===== config.mk =====
export PLATFORM = sky130hd
export DESIGN_NAME = rise_period_meter_flat
export DESIGN_NICKNAME = d
export VERILOG_FILES = /design/src/rtl/rise_period_meter_pkg.sv /design/src/rtl/rise_period_meter_if.sv /design/src/rtl/rpm_sat_cnt.sv /design/src/rtl/rise_period_meter.sv /design/src/flat_wrapper.sv
export SDC_FILE = /design/constraint.sdc
export NUM_CORES = 1
export LEC_CHECK = 0
export ABC_AREA = 0
export BUFFER_PORTS_ARGS = -buffer_cell sky130_fd_sc_hd__clkbuf_2
export CAP_MARGIN = 20
export CORE_ASPECT_RATIO = 0.9
export CORE_MARGIN = 10
export CORE_UTILIZATION = 37
export DETAILED_ROUTE_END_ITERATION = 16
export MAX_ROUTING_LAYER = met4
export PLACE_DENSITY = 0.64
export SYNTH_ARGS = -nofsm -noshare
export SYNTH_HDL_FRONTEND = slang
export SYNTH_SLANG_ARGS = --single-unit

===== constraint.sdc =====
create_clock -name clk -period 8.5 [get_ports clk]
set_clock_uncertainty 0.2 [all_clocks]
set_input_delay 0.425 -clock clk [delete_from_list [all_inputs] [get_ports clk]]
set_output_delay 0.425 -clock clk [all_outputs]
set_load 0.005 [all_outputs]

===== src/rtl/rise_period_meter_pkg.sv =====
// Shared types and constants for the rise-edge period meter.
package rpm_pkg;

    typedef enum logic {
        IDLE = 1'b0,
        MEAS = 1'b1
    } state_e;

    localparam int unsigned CNT_W_DEF   = 16;
    localparam int unsigned MIN_PER_DEF = 4;

    // All-ones value of a counter of the given width (width must stay below 32).
    function automatic int unsigned cnt_max(input int unsigned width);
        return (32'd1 << width) - 32'd1;
    endfunction

    localparam int unsigned CNT_MAX = cnt_max(CNT_W_DEF);

endpackage


===== src/rtl/rise_period_meter_if.sv =====
// Edge input, clear, and period valid/ack output port of the period meter.
interface rpm_if
    import rpm_pkg::*;
#(
    parameter int unsigned CNT_W = CNT_W_DEF
) ();

    logic             rise_edge;
    logic             clr;
    logic             period_ack;
    logic [CNT_W-1:0] period;
    logic             period_vld;
    logic             ovf;
    logic             miss;

    modport master (
        output rise_edge, clr, period_ack,
        input  period, period_vld, ovf, miss
    );

    modport slave (
        input  rise_edge, clr, period_ack,
        output period, period_vld, ovf, miss
    );

endinterface


===== src/rtl/rpm_sat_cnt.sv =====
// Saturating up-counter with synchronous clear; clear wins over increment.
module rpm_sat_cnt
    import rpm_pkg::*;
#(
    parameter int unsigned CNT_W = CNT_W_DEF
) (
    input  logic             clk,
    input  logic             rst_n,
    input  logic             i_clr,
    input  logic             i_inc,
    output logic [CNT_W-1:0] o_cnt,
    output logic             o_at_max_c
);

    localparam logic [CNT_W-1:0] MAX_VAL = CNT_W'(cnt_max(CNT_W));

    logic [CNT_W-1:0] r_cnt;
    logic             w_at_max;

    assign w_at_max = (r_cnt == MAX_VAL);

    always_ff @(posedge clk or negedge rst_n) begin
        if (!rst_n) begin
            r_cnt <= '0;
        end else if (i_clr) begin
            r_cnt <= '0;
        end else if (i_inc && !w_at_max) begin
            r_cnt <= r_cnt + CNT_W'(1);
        end
    end

    assign o_cnt      = r_cnt;
    assign o_at_max_c = w_at_max;

endmodule


===== src/rtl/rise_period_meter.sv =====
// Measures clk-cycle spacing between accepted rising edges and offers each
// period on a registered valid/ack port with sticky overflow and overrun flags.
module rise_period_meter
    import rpm_pkg::*;
#(
    parameter int unsigned CNT_W   = CNT_W_DEF,
    parameter int unsigned MIN_PER = MIN_PER_DEF
) (
    input  logic  clk,
    input  logic  rst_n,
    rpm_if.slave  bus
);

    localparam logic [CNT_W-1:0] CNT_MAX_W = CNT_W'(cnt_max(CNT_W));
    localparam logic [CNT_W-1:0] MIN_PER_W = CNT_W'(MIN_PER);

    state_e           r_state;
    state_e           w_state_nxt;
    logic [CNT_W-1:0] w_cnt;
    logic             w_at_max;
    logic             w_cnt_clr;
    logic             w_cnt_inc;
    logic             w_cap;
    logic [CNT_W-1:0] w_p;
    logic             w_accept;

    logic [CNT_W-1:0] r_period;
    logic             r_vld;
    logic             r_ovf;
    logic             r_miss;

    rpm_sat_cnt #(.CNT_W(CNT_W)) u_cnt (
        .clk        (clk),
        .rst_n      (rst_n),
        .i_clr      (w_cnt_clr),
        .i_inc      (w_cnt_inc),
        .o_cnt      (w_cnt),
        .o_at_max_c (w_at_max)
    );

    // Candidate period is the cycle distance to the last accepted edge.
    assign w_p      = w_at_max ? CNT_MAX_W : (w_cnt + CNT_W'(1));
    assign w_accept = (w_p >= MIN_PER_W);

    always_ff @(posedge clk or negedge rst_n) begin
        if (!rst_n) begin
            r_state <= IDLE;
        end else begin
            r_state <= w_state_nxt;
        end
    end

    always_comb begin
        w_state_nxt = r_state;
        w_cnt_clr   = 1'b0;
        w_cnt_inc   = 1'b0;
        w_cap       = 1'b0;
        if (bus.clr) begin
            w_state_nxt = IDLE;
            w_cnt_clr   = 1'b1;
        end else begin
            unique case (r_state)
                IDLE: begin
                    if (bus.rise_edge) begin
                        w_state_nxt = MEAS;
                        w_cnt_clr   = 1'b1;
                    end
                end
                MEAS: begin
                    // Glitch edges fall through and keep the count running.
                    if (bus.rise_edge && w_accept) begin
                        w_cap     = 1'b1;
                        w_cnt_clr = 1'b1;
                    end else begin
                        w_cnt_inc = 1'b1;
                    end
                end
                default: w_state_nxt = IDLE;
            endcase
        end
    end

    // Output register: capture beats consumption; overrun marks miss.
    always_ff @(posedge clk or negedge rst_n) begin
        if (!rst_n) begin
            r_period <= '0;
            r_vld    <= 1'b0;
            r_ovf    <= 1'b0;
            r_miss   <= 1'b0;
        end else if (bus.clr) begin
            r_vld    <= 1'b0;
            r_ovf    <= 1'b0;
            r_miss   <= 1'b0;
        end else if (w_cap) begin
            r_period <= w_p;
            r_vld    <= 1'b1;
            if (w_p == CNT_MAX_W) begin
                r_ovf <= 1'b1;
            end
            if (r_vld && !bus.period_ack) begin
                r_miss <= 1'b1;
            end
        end else if (r_vld && bus.period_ack) begin
            r_vld <= 1'b0;
        end
    end

    assign bus.period     = r_period;
    assign bus.period_vld = r_vld;
    assign bus.ovf        = r_ovf;
    assign bus.miss       = r_miss;

endmodule


===== src/flat_wrapper.sv =====
// flat-port wrapper written by rule: the top's interface ports become plain ports
module rise_period_meter_flat import rpm_pkg::*;
#(
    parameter int unsigned CNT_W   = CNT_W_DEF,
    parameter int unsigned MIN_PER = MIN_PER_DEF
)
  (clk, rst_n, bus_rise_edge, bus_clr, bus_period_ack, bus_period, bus_period_vld, bus_ovf, bus_miss);
  rpm_if #(.CNT_W(CNT_W)) bus_i ();
  input  logic clk;
  input  logic rst_n;
  input wire logic [$bits(bus_i.rise_edge)-1:0] bus_rise_edge;
  input wire logic [$bits(bus_i.clr)-1:0] bus_clr;
  input wire logic [$bits(bus_i.period_ack)-1:0] bus_period_ack;
  output wire logic [$bits(bus_i.period)-1:0] bus_period;
  output wire logic [$bits(bus_i.period_vld)-1:0] bus_period_vld;
  output wire logic [$bits(bus_i.ovf)-1:0] bus_ovf;
  output wire logic [$bits(bus_i.miss)-1:0] bus_miss;
  assign bus_i.rise_edge = bus_rise_edge;
  assign bus_i.clr = bus_clr;
  assign bus_i.period_ack = bus_period_ack;
  assign bus_period = bus_i.period;
  assign bus_period_vld = bus_i.period_vld;
  assign bus_ovf = bus_i.ovf;
  assign bus_miss = bus_i.miss;
  rise_period_meter #(.CNT_W(CNT_W), .MIN_PER(MIN_PER)) u_core (.clk(clk), .rst_n(rst_n), .bus(bus_i));
endmodule

## Word-level counts from Yosys, hierarchy flattened

Index checks and enable logic that the tools add are counted.

| storage, ports and cells | value |
|---|---|
| register bits after elaboration | 36 |
| bits in latches | 0 |
| bits in writable memories | 0 |
| ROM bits | 0 |
| input bits | 5 |
| output and inout bits | 19 |
| word-level logic and storage cells | 49 |
| memories kept | 0 |

| operators by class | value |
|---|---|
| add/sub/neg operators | 1 |
| multiply operators | 0 |
| div/mod/pow operators | 0 |
| $lt $le $gt $ge | 1 |
| equality and inequality tests | 2 |
| shift-type cells | 0 |
| muxes and demuxes | 23 |
| bitwise logic cells | 2 |
| reduce and logical (&&, ||, !) cells | 14 |

Operator list:

| kind | number |
|---|---|
| 2-to-1 mux 16 bit | 3 |
| equality test 16 bit, second input constant | 2 |
| 2-to-1 mux 1 bit | 19 |
| adder 16 x 1 -> 16 bit, second input constant | 1 |
| greater-or-equal comparator 16 x 3 -> 1 bit, second input constant | 1 |
| nonzero test 2 bit | 4 |
| AND reduction 2 bit | 3 |
| logical AND 1 bit | 4 |
| nonzero test 3 bit | 1 |
| logical NOT 1 bit | 2 |
| inverter 1 bit | 2 |
| case mux 1 bit (2 select lines) | 1 |

## Logic depth before layout (Yosys ltp)

Gate-level depths: netlist of run 1.

| logic depth | value |
|---|---|
| depth after elaboration | 10 |
| depth in mapped cells | 10 |
| depth with buffers taken out | 8 |

## By module

Synthesis of run 1 repeated with hierarchy kept, for this count alone.

| second synthesis, totals | value |
|---|---|
| cells, all modules | 253 |
| area, all modules | 2354.8 µm² |

Modules (own cells, without submodules):

| module | instances | cells an instance | area each (µm²) | sequential area each (µm²) |
|---|---|---|---|---|
| rise_period_meter | 1 | 151 | 1395.1 | 500.5 |
| rpm_sat_cnt | 1 | 102 | 959.7 | 400.4 |

## Worst setup path after synthesis of run 1

No wires, ideal clock.

| timing path | value |
|---|---|
| path type | register -> register |
| start point | register u_core.u_cnt.r_cnt[1] (netlist: u_core.u_cnt.o_cnt[1]) |
| end point | register u_core.r_period[11] (netlist: u_core.bus.period[11]) |
| library setup time | 128 ps |
| arrival time | 2586 ps |
| data required time | 8172 ps |
| setup slack | 5586 ps |
| cell stages (with the launch flop) | 11 |
| buffers on the path | 2 |
| clock period less this slack | 2914 ps |
| cell sequence | dfrtp_1 > ha_1 > buf_4 > and4_1 > nand4_1 > o22ai_1 > or3_4 > o41ai_4 > nor2_2 > buf_2 > mux2_1 |

| between the ends | value |
|---|---|
| cells in the longest elaborated chain, start to end | 8 |
| elaborated cells on any way between the ends | 9 |
| classes of those cells | add/sub (1); order compare (1); eq/ne (1); mux (4); reduce/logical (2) |

Ends and longest elaborated chain:

| item | line | text |
|---|---|---|
| from (decl) | rpm_sat_cnt.sv:17 | `logic [CNT_W-1:0] r_cnt;` |
| from (signal assigned) | rpm_sat_cnt.sv:28 | `r_cnt <= r_cnt + CNT_W'(1);` |
| adder 16 x 1 -> 16 bit or equality test 16 bit (tied branches) | rise_period_meter.sv:42, rpm_sat_cnt.sv:20 |  |
| 2-to-1 mux 16 bit * | rise_period_meter.sv:42 | `assign w_p = w_at_max ? CNT_MAX_W : (w_cnt + CNT_W'(1));` |
| greater-or-equal comparator 16 x 3 -> 1 bit | rise_period_meter.sv:43 | `assign w_accept = (w_p >= MIN_PER_W);` |
| logical AND 1 bit | rise_period_meter.sv:71 | `if (bus.rise_edge && w_accept) begin` |
| 2-to-1 mux 1 bit | rise_period_meter.sv:71 |  |
| 2-to-1 mux 1 bit | rise_period_meter.sv:62 | `unique case (r_state)` |
| 2-to-1 mux 1 bit | rise_period_meter.sv:58 | `if (bus.clr) begin` |
| AND reduction 2 bit (no line) | - |  |
| to (signal assigned) | rise_period_meter.sv:95 | `r_period <= w_p;` |
| to (decl) | rise_period_meter.sv:27 | `logic [CNT_W-1:0] r_period;` |

Mark *: on every way between the ends. The rest lies on a longest branch, timed or not.
A chain may end at the register's enable or synchronous reset.

## Final worst setup path of run 1

| timing path | value |
|---|---|
| start point | register u_core.u_cnt.r_cnt[0] (netlist: u_core.u_cnt.o_cnt[0]) |
| end point | register u_core.r_period[0] (netlist: u_core.bus.period[0]) |

The elaborated chain is that of the path after synthesis.

==> impl_metrics.ini, run 1 <==
[finish]
fillers = 608
fin_util_pct = 40.7
diodes = 0
synthToLayoutAreaGrowth_pct = 7.92
mostFrequentLayoutCells = dfrtp_1, nor2_1, nand2_1, clkbuf_2, xnor2_1
mostFrequentLayoutCell = dfrtp_1
drive_above_1_share_pct = 18.3
fin_nets = 262

[cts]
clk_transition_reported_paths_ns = 0.08
hold_buffers = 0
cts_tree = built
worstSkewPairLatency_ns = 0.30
h-tree-depth = 2
numCtsBuffers = 5
root_buffer = clkbuf_8
postCtsSetupBuffers = 0
cts_resized = 0
clock_sink_count = 36
clk_path_buf_depth = 2

[critical_path]
rrSetupSlack_ns = 4.75
path_class = flip-flop to flip-flop
max_stage_delay_ns = 0.56
cp_slowest_cell = nor2_2
cp.required_ns = 8.49
ff2ff_path_depth = 8
rr_startpoint = u_core.u_cnt.o_cnt[0]$_DFFE_PN0P_
endpoint_kind = flip-flop
cp_max_fo = 13
start_kind = flip-flop
cp_common_cell = nor3_1
cp.arrival_ns = 3.74
cp_num_buf_inv = 0
reg2reg_to = u_core.bus.period[0]$_DFFE_PN0P_
crit_path_cell_trace = ha_1, nand4_2, nor3_1, nor3_1, o21ai_0, o41ai_4, nor2_2, mux2_2
path_delay_family = simple AND/OR/NAND/NOR gates
startpoint = u_core.u_cnt.o_cnt[0]$_DFFE_PN0P_

[floorplanning]
coreArea_mm2 = 0.00608
die_w_um = 103
fp.dieH_um = 94.7
initial_core_util_pct = 37.7
die-area_mm2 = 0.00974
io_pins = 24
row_count = 27

[yosys]
async_flop_share_pct = 100
synth_cell_types = 54
synth-seq-cells = 36
synthFlopType = dfrtp_1
synth-seq-area-share_pct = 39.3
synth_edf_count = 0
post_synth.cell_area_avg_um2 = 9.39
synth_nets = 250
syn_area_mm2 = 0.00229
synthCells = 244
yosysWarningCount = 0

[timing]
maxSlewViolCount = 0
finalCritPeriodShare_pct = 44.2
fin_tns_setup_ns = 0
period_minus_slack_ns = 3.75
setup_viol = 0
rsz0062_at_grt = false
max_freq_mhz = 266
hold_violations = 0
relSlewSlack_pct = 37.4
worst_pin_slew_ns = 0.940

[drt]
drc = 0
drtIter0Drc = 251
ant_nets = 0
dr_total_vias = 1947
post_drt_via_cell_ratio = 5.92
post_drt_wl_per_cell_um = 18.0
drtPass1Iterations = 5
wl_mm = 5.94

[run]
drv_cap = 0

[power_and_ir_drop]
ir_drop_mv = 0.0972
p_leak_nw = 1.09
powerDensity_mw_per_mm2 = 128
power_mw = 0.316

[grt]
grt_pass1_wl_mm = 10.1
antenna_found_initial = 0
overflow = 0
grt_usage_pct = 13.4
grt_pass1_vias = 1907
grt_max_degree = 37

[status]
outcome = finished clean

[worst_hold_path]
worst_hold_path_type = input port to async pin

[placed_design]
io_buffers = 23
hpwl_mm = 4.20
gp_congestion = 0.938
power breakdown:
group          switching, mW  internal (mW)  total (mW)
clock network         0.0652         0.0571       0.122
logic                 0.0131        0.00520      0.0183
registers            0.00269          0.173       0.176
kinds of logic after synthesis:
group | after synthesis | share of synthesized area [%]
simple gates | 104 | 24.8
compound gates | 45 | 14.9
flops | 36 | 39.3
buf+inv | 24 | 6.01
xor+xnor | 21 | 8.03
mux | 13 | 6.39
fa+ha+maj | 1 | 0.546
layer usage:
metal,GRT usage (%),share of wire [%],routed length (µm),vias up
li1,-,-,-,908
met1,18.9,48,2860,940
met2,18.1,43,2550,88
met3,2.99,7.2,427,11
met4,4.75,1.7,98,0
met5,-,0,0,-
cells in the mapped netlist (all sizes together), types with 2 or more instances:
cell	number	area [µm²]
nor2	25	96.4
a31oi	2	12.5
buf	12	92.6
and2	3	18.8
or4	3	22.5
and3	2	12.5
mux2	13	146
o41a	2	32.5
nor4	8	65.1
o22ai	2	12.5
inv	5	18.8
dfrtp	36	901
o31a	2	17.5
a211oi	2	15.0
and4	4	38.8
nand3	12	65.1
xor2	6	52.6
or3	3	23.8
a311oi	3	26.3
a21oi	8	40.0
xnor2	15	131
clkbuf	7	26.3
nand4	9	68.8
nor3	5	25.0
nand2	24	90.1
o31ai	3	22.5
o21ai	11	55.1
nand2b	2	12.5
worst max path at each step:
stage	endpoint	slack, ns	depth (start not counted)
after floorplan	u_core.bus.period[11]$_DFFE_PN0P_	5.59	10
after global placement	u_core.bus.period[0]$_DFFE_PN0P_	5.00	8
after detailed placement	u_core.bus.period[0]$_DFFE_PN0P_	4.82	8
after CTS	u_core.bus.period[0]$_DFFE_PN0P_	4.81	8
after global routing	u_core.bus.period[6]$_DFFE_PN0P_	4.50	8
final	u_core.bus.period[0]$_DFFE_PN0P_	4.75	8
flip-flops by register name (all words and copies together) (netlist names):
register / flops
u_core.u_cnt.o_cnt: 16
u_core.bus.miss: 1
u_core.bus.period_vld: 1
u_core.bus.ovf: 1
u_core.r_state: 1
u_core.bus.period: 16
per-stage QoR:
stage                     std cells  hold WS, ns  setup WS [ns]  instance area, µm²
after CTS                       329       0.0961           4.81                2470
final                           329       0.0622           4.75                2470
after global routing            329        0.135           4.50                2470
after floorplan                 244      -0.0706           5.59                2290
after detailed placement        321        0.274           4.82                2380
after global placement          321        0.266           5.00                2380
cell type report:
| cell class | instances | area (µm²) | share of cell area [%] |
|---|---|---|---|
| tap | 72 | 90.1 | 3.64 |
| timing repair buffer | 24 | 123 | 4.96 |
| sequential | 36 | 901 | 36.4 |
| inverter | 5 | 18.8 | 0.759 |
| clock buffer | 5 | 68.8 | 2.78 |
| clock inverter | 3 | 18.8 | 0.759 |
| multi-input combinational | 184 | 1250 | 50.7 |
(Power assumes the default switching activity.)
==> run 2, diff against run 1 <==
--- a/config.mk
+++ b/config.mk
@@ -13,7 +13,7 @@
 export CORE_UTILIZATION = 37
 export DETAILED_ROUTE_END_ITERATION = 16
 export MAX_ROUTING_LAYER = met4
-export PLACE_DENSITY = 0.64
+export PLACE_DENSITY = 0.66
 export SYNTH_ARGS = -nofsm -noshare
 export SYNTH_HDL_FRONTEND = slang
 export SYNTH_SLANG_ARGS = --single-unit
==> constraint.sdc (replaced) <==
create_clock -name clk -period 3.12 [get_ports clk]
set_clock_uncertainty 0.2 [all_clocks]
set_input_delay 0.156 -clock clk [delete_from_list [all_inputs] [get_ports clk]]
set_output_delay 0.156 -clock clk [all_outputs]
set_load 0.005 [all_outputs]
==> run 2 against run 1 <==
Register-to-register slack got worse by 4.6 ns. Sequential power increased to 2.7 times the previous value. Die area unchanged. Power increased to 3.0 times the previous value. Via count increased by 8.6%. Wire length increased by 7.4%. Flip-flop and latch count unchanged. Critical path depth increased by 1.
==> impl_metrics.ini, run 2 (synthesized netlist as in run 1, its figures left out) <==
[placed_design]
hpwl_mm = 4.63
io_buffers = 23
placed_cell_area_mm2 = 0.00259
gp_congestion = 0.945

[floorplanning]
coreArea_mm2 = 0.00608
die-area_mm2 = 0.00974
io_pins = 24
initial_core_util_pct = 37.7
row_count = 27
die_w_um = 103
fp.dieH_um = 94.7

[timing]
relSlewSlack_pct = 38.5
period_minus_slack_ns = 3.00
setup_viol = 0
maxSlewViolCount = 0
finalCritPeriodShare_pct = 96.2
hold_violations = 0
worst_pin_slew_ns = 0.923
holdWs_ns = 0.100
max_freq_mhz = 333

[critical_path]
cp_max_fo = 11
endpoint_kind = flip-flop
cp.arrival_ns = 3.02
rrSetupSlack_ns = 0.12
path_class = flip-flop to flip-flop
start_kind = flip-flop
ff2ff_path_depth = 9
cp.required_ns = 3.14

[grt]
antenna_found_initial = 0
grt_pass1_wl_mm = 10.5
grt_pass1_vias = 2082
grt_usage_pct = 13.8
overflow = 0
grt_max_degree = 37

[cts]
numCtsBuffers = 5
root_buffer = clkbuf_8
clk_path_buf_depth = 2
worstSkewPairLatency_ns = 0.30
clock_sink_count = 36
clk_transition_reported_paths_ns = 0.08
h-tree-depth = 2
cts_tree = built

[drt]
drc = 0
wl_mm = 6.37
dr_total_vias = 2114
post_drt_wl_per_cell_um = 17.8
drtPass1Iterations = 4
ant_nets = 0
post_drt_via_cell_ratio = 5.91
drtIter0Drc = 200

[worst_hold_path]
holdPathStages = 3
worst_hold_path_type = input port to flip-flop

[power_and_ir_drop]
p_leak_nw = 1.24
ir_drop_mv = 0.192
powerDensity_mw_per_mm2 = 344

[finish]
multiInputGateArea_mm2 = 0.00128
drive_above_1_share_pct = 27.6
fin_nets = 291
fin_util_pct = 45.4
seqCellArea_um2 = 903
stdcell_area_mm2 = 0.00276
mostFrequentLayoutCells = dfrtp_1, buf_4, nand2_1, clkbuf_2, nor2_1
synthToLayoutAreaGrowth_pct = 20.4
mostFrequentLayoutCell = dfrtp_1
diodes = 0
fillers = 595

[status]
outcome = finished clean

[run]
drv_cap = 0
==> run 2: cell count changes in the layout (fill, tap and decap cells not counted), moves of 2 or more <==
| cell | before | now |
|---|---|---|
| buf_4 | 1 | 26 |
| dlygate4sd3_1 | 0 | 3 |
| dfrtp_1 | 36 | 34 |
| dfrtp_2 | 0 | 2 |
| nor2_1 | 24 | 22 |
| nor2_2 | 1 | 3 |
| nor4_1 | 7 | 5 |
| nor4_2 | 0 | 2 |
==> run 2: final timing paths <==
kind	to	from
max	u_core.u_cnt.o_cnt[2]$_DFFE_PN0P_	u_core.u_cnt.o_cnt[0]$_DFFE_PN0P_
min	u_core.r_state$_DFF_PN0_	bus_rise_edge
max reg2reg	u_core.u_cnt.o_cnt[2]$_DFFE_PN0P_	u_core.u_cnt.o_cnt[0]$_DFFE_PN0P_
min reg2reg	u_core.bus.period[11]$_DFFE_PN0P_	u_core.bus.period[11]$_DFFE_PN0P_
max in group asynchronous	u_core.u_cnt.o_cnt[5]$_DFFE_PN0P_	rst_n
min in group asynchronous	u_core.bus.period[10]$_DFFE_PN0P_	rst_n
==> run 2: per-stage QoR <==
step           cells  TNS (ns)  power, mW  setup slack [ns]
2_1_floorplan    244         0      0.515             0.206
3_3_place_gp     347  -0.00171      0.543          -0.00171
3_5_place_dp     347         0      0.543           0.00897
4_1_cts          358         0      0.957            0.0205
5_1_grt          358    -0.177      0.981           -0.0444
6_report         358         0      0.950             0.119
==> run 2: report_power, final <==
group | switching (mW) | internal, mW
clock | 0.175 | 0.237
sequential | 0.00404 | 0.472
combinational | 0.0413 | 0.0213
total | 0.220 | 0.730
==> run 2: area by class of cell <==
type / count / area share [%]
flip-flops and latches: 36 / 32.7
clock buffers: 6 / 2.63
clock inverters: 2 / 1.27
inverters: 5 / 0.680
well taps: 72 / 3.27
repair buffers: 53 / 13.1
multi-input cells: 184 / 46.3
==> run 2: critical path: stages, from the launching register on <==
cell,delay [ns]
dfrtp_1,0.36
buf_4,0.18
nand4_2,0.25
nor4_2,0.38
xor2_1,0.16
a31o_2,0.28
or4_1,0.53
o22a_4,0.29
buf_4,0.18
a21oi_1,0.10
==> run 2: repair_timing <==
item,in CTS,in global routing
hold buffers,3,0
gates resized for setup,1,8
setup endpoints to repair,3,19
endpoints found under the hold margin,38,0
setup buffers,0,0
==> run 2: metal layers <==
layer | part of all wire (%) | up-vias | GRT usage [%]
met4 | 1.8 | 0 | 4.63
met1 | 45 | 1015 | 18.1
li1 | - | 970 | -
met2 | 45 | 110 | 20.3
met3 | 8.5 | 19 | 3.14
met5 | 0 | - | -
==> run 3, diff against run 2 <==
--- a/config.mk
+++ b/config.mk
@@ -6,7 +6,7 @@
 export NUM_CORES = 1
 export LEC_CHECK = 0
 export ABC_AREA = 0
-export BUFFER_PORTS_ARGS = -buffer_cell sky130_fd_sc_hd__clkbuf_2
+export BUFFER_PORTS_ARGS = -buffer_cell sky130_fd_sc_hd__buf_2
 export CAP_MARGIN = 20
 export CORE_ASPECT_RATIO = 0.9
 export CORE_MARGIN = 10
==> run 3 against run 2 <==
Sequential power barely moved. Clock-buffer cell count stayed put. Cell count fell by 1.7%. Register-to-register slack better by 0.06 ns. Critical path depth unchanged. Global-route usage is 0.37 points lower. Wire length down 3.5%. Combinational power is 0.8% higher. Critical path type unchanged. Core utilization fell by 1.2 points. Clock power fell by 25%. First-iteration DRC count up 16%. Non-clock buffer count shrank 5.
==> impl_metrics.ini, run 3 (synthesized netlist as in run 1, its figures left out) <==
[timing]
period_minus_slack_ns = 2.95
setup_viol = 0
maxSlewViolCount = 0
hold_violations = 0
max_freq_mhz = 340
worst_pin_slew_ns = 0.790
fin_ws_ns = 0.175
fin_tns_setup_ns = 0
relSlewSlack_pct = 47.3
rsz0062_at_grt = false
finalCritPeriodShare_pct = 94.4

[power_and_ir_drop]
powerDensity_mw_per_mm2 = 316
p_leak_nw = 1.21
ir_drop_mv = 0.236

[floorplanning]
io_pins = 24
fp.dieH_um = 94.7
initial_core_util_pct = 37.7
die-area_mm2 = 0.00974
die_w_um = 103
row_count = 27
coreArea_mm2 = 0.00608

[critical_path]
endpoint_kind = flip-flop
startpoint = u_core.u_cnt.o_cnt[0]$_DFFE_PN0P_
cp_slowest_cell = or4_1
start_kind = flip-flop
cp.arrival_ns = 2.96
rr_startpoint = u_core.u_cnt.o_cnt[0]$_DFFE_PN0P_
cp.required_ns = 3.14
cp_num_buf_inv = 1
path_delay_family = simple AND/OR/NAND/NOR gates
cp_max_fo = 8
crit_path_cell_trace = ha_2, and4_1, nand4_1, o22ai_1, or3_4, or4_1, o22a_2, buf_4, a21oi_1
max_stage_delay_ns = 0.49
path_class = flip-flop to flip-flop

[drt]
wl_mm = 6.15
post_drt_via_cell_ratio = 5.72
drtPass1Iterations = 5
drtIter0Drc = 231
post_drt_wl_per_cell_um = 17.5
ant_nets = 0
dr_total_vias = 2014
drc = 0

[placed_design]
hpwl_mm = 4.54
pre_cts_slack_ns = 0.0729
gp_congestion = 0.979
io_buffers = 23

[grt]
grt_usage_pct = 13.4
grt_pass1_vias = 1932
grt_max_degree = 37
overflow = 0
antenna_found_initial = 0
grt_pass1_wl_mm = 10.0

[worst_hold_path]
hold_start = bus_rise_edge
worst_hold_path_type = input port to flip-flop

[cts]
postCtsSetupBuffers = 0
clk_transition_reported_paths_ns = 0.07
clock_sink_count = 36
worstSkewPairLatency_ns = 0.28
cts_tree = built
numCtsBuffers = 5
h-tree-depth = 2
clk_path_buf_depth = 2
root_buffer = clkbuf_8

[finish]
drive_above_1_share_pct = 26.8
mostFrequentLayoutCells = dfrtp_1, nand2_1, nor2_1, buf_2, buf_4
synthToLayoutAreaGrowth_pct = 17.3
diodes = 0
fin_nets = 286
mostFrequentLayoutCell = dfrtp_1

[status]
outcome = finished clean

[run]
drv_cap = 0
[run 3: changes by cell type in the layout (fill, tap and decap cells not counted), sizes merged]
cell	delta
buf	+18
clkbuf	-23
bufinv	-1
[run 3: tightest hold or removal path, stage by stage]
cell,delay (ns)
buf_2,0.20
nor2_1,0.12
nor2_1,0.04
[run 3: final cells by class]
cell class              instances  area, µm²
inverters                       5       18.8
multi-input cells             184       1270
clock inverters                 1       5.00
clock buffers                   6       72.6
fillers                       599       3390
flip-flops and latches         36        906
repair buffers                 48        323
well taps                      72       90.1
[run 3: routing by layer]
| layer | vias to the layer above | track usage (%) | wire length [µm] |
|---|---|---|---|
| met5 | - | - | 0 |
| met4 | 0 | 3.36 | 44 |
| met3 | 7 | 3.07 | 341 |
| met2 | 75 | 18.0 | 2710 |
| met1 | 983 | 19.4 | 3060 |
| li1 | 949 | - | - |
[run 3: worst paths after layout]
| check | slack, ns | endpoint | cells past startpoint |
|---|---|---|---|
| setup / recovery | 0.17 | u_core.u_cnt.o_cnt[1]$_DFFE_PN0P_ | 9 |
| hold reg to reg | 0.28 | u_core.bus.period[6]$_DFFE_PN0P_ | 1 |
| min in group asynchronous | 0.28 | u_core.bus.miss$_DFFE_PN0P_ | 2 |
| max in group asynchronous | 1.89 | u_core.u_cnt.o_cnt[6]$_DFFE_PN0P_ | 2 |
| hold / removal | 0.07 | u_core.r_state$_DFF_PN0_ | 3 |
| setup reg to reg | 0.17 | u_core.u_cnt.o_cnt[1]$_DFFE_PN0P_ | 9 |
[run 3: timing repair]
item,in CTS,in global routing
hold buffers,3,0
hold endpoints to repair,40,0
resized for setup,0,10
setup endpoints to repair,0,28
[run 3: per-stage QoR]
step	cells	utilization (%)	power, mW	hold slack [ns]	instance area (µm²)
finish	352	44.2	0.850	0.0723	2690
global route	352	44.2	0.885	0.111	2690
CTS	352	43.8	0.858	0.0589	2660
detailed placement	342	42.0	0.545	0.0936	2550
global placement	342	42.0	0.545	0.0829	2550
floorplan	244	-	0.515	-0.340	2290
[run 3: report_power, final]
group	switching (mW)	total, mW	internal, mW
Combinational	0.0413	0.0631	0.0218
Clock	0.159	0.311	0.152
Sequential	0.00422	0.476	0.472
Total	0.204	0.850	0.645
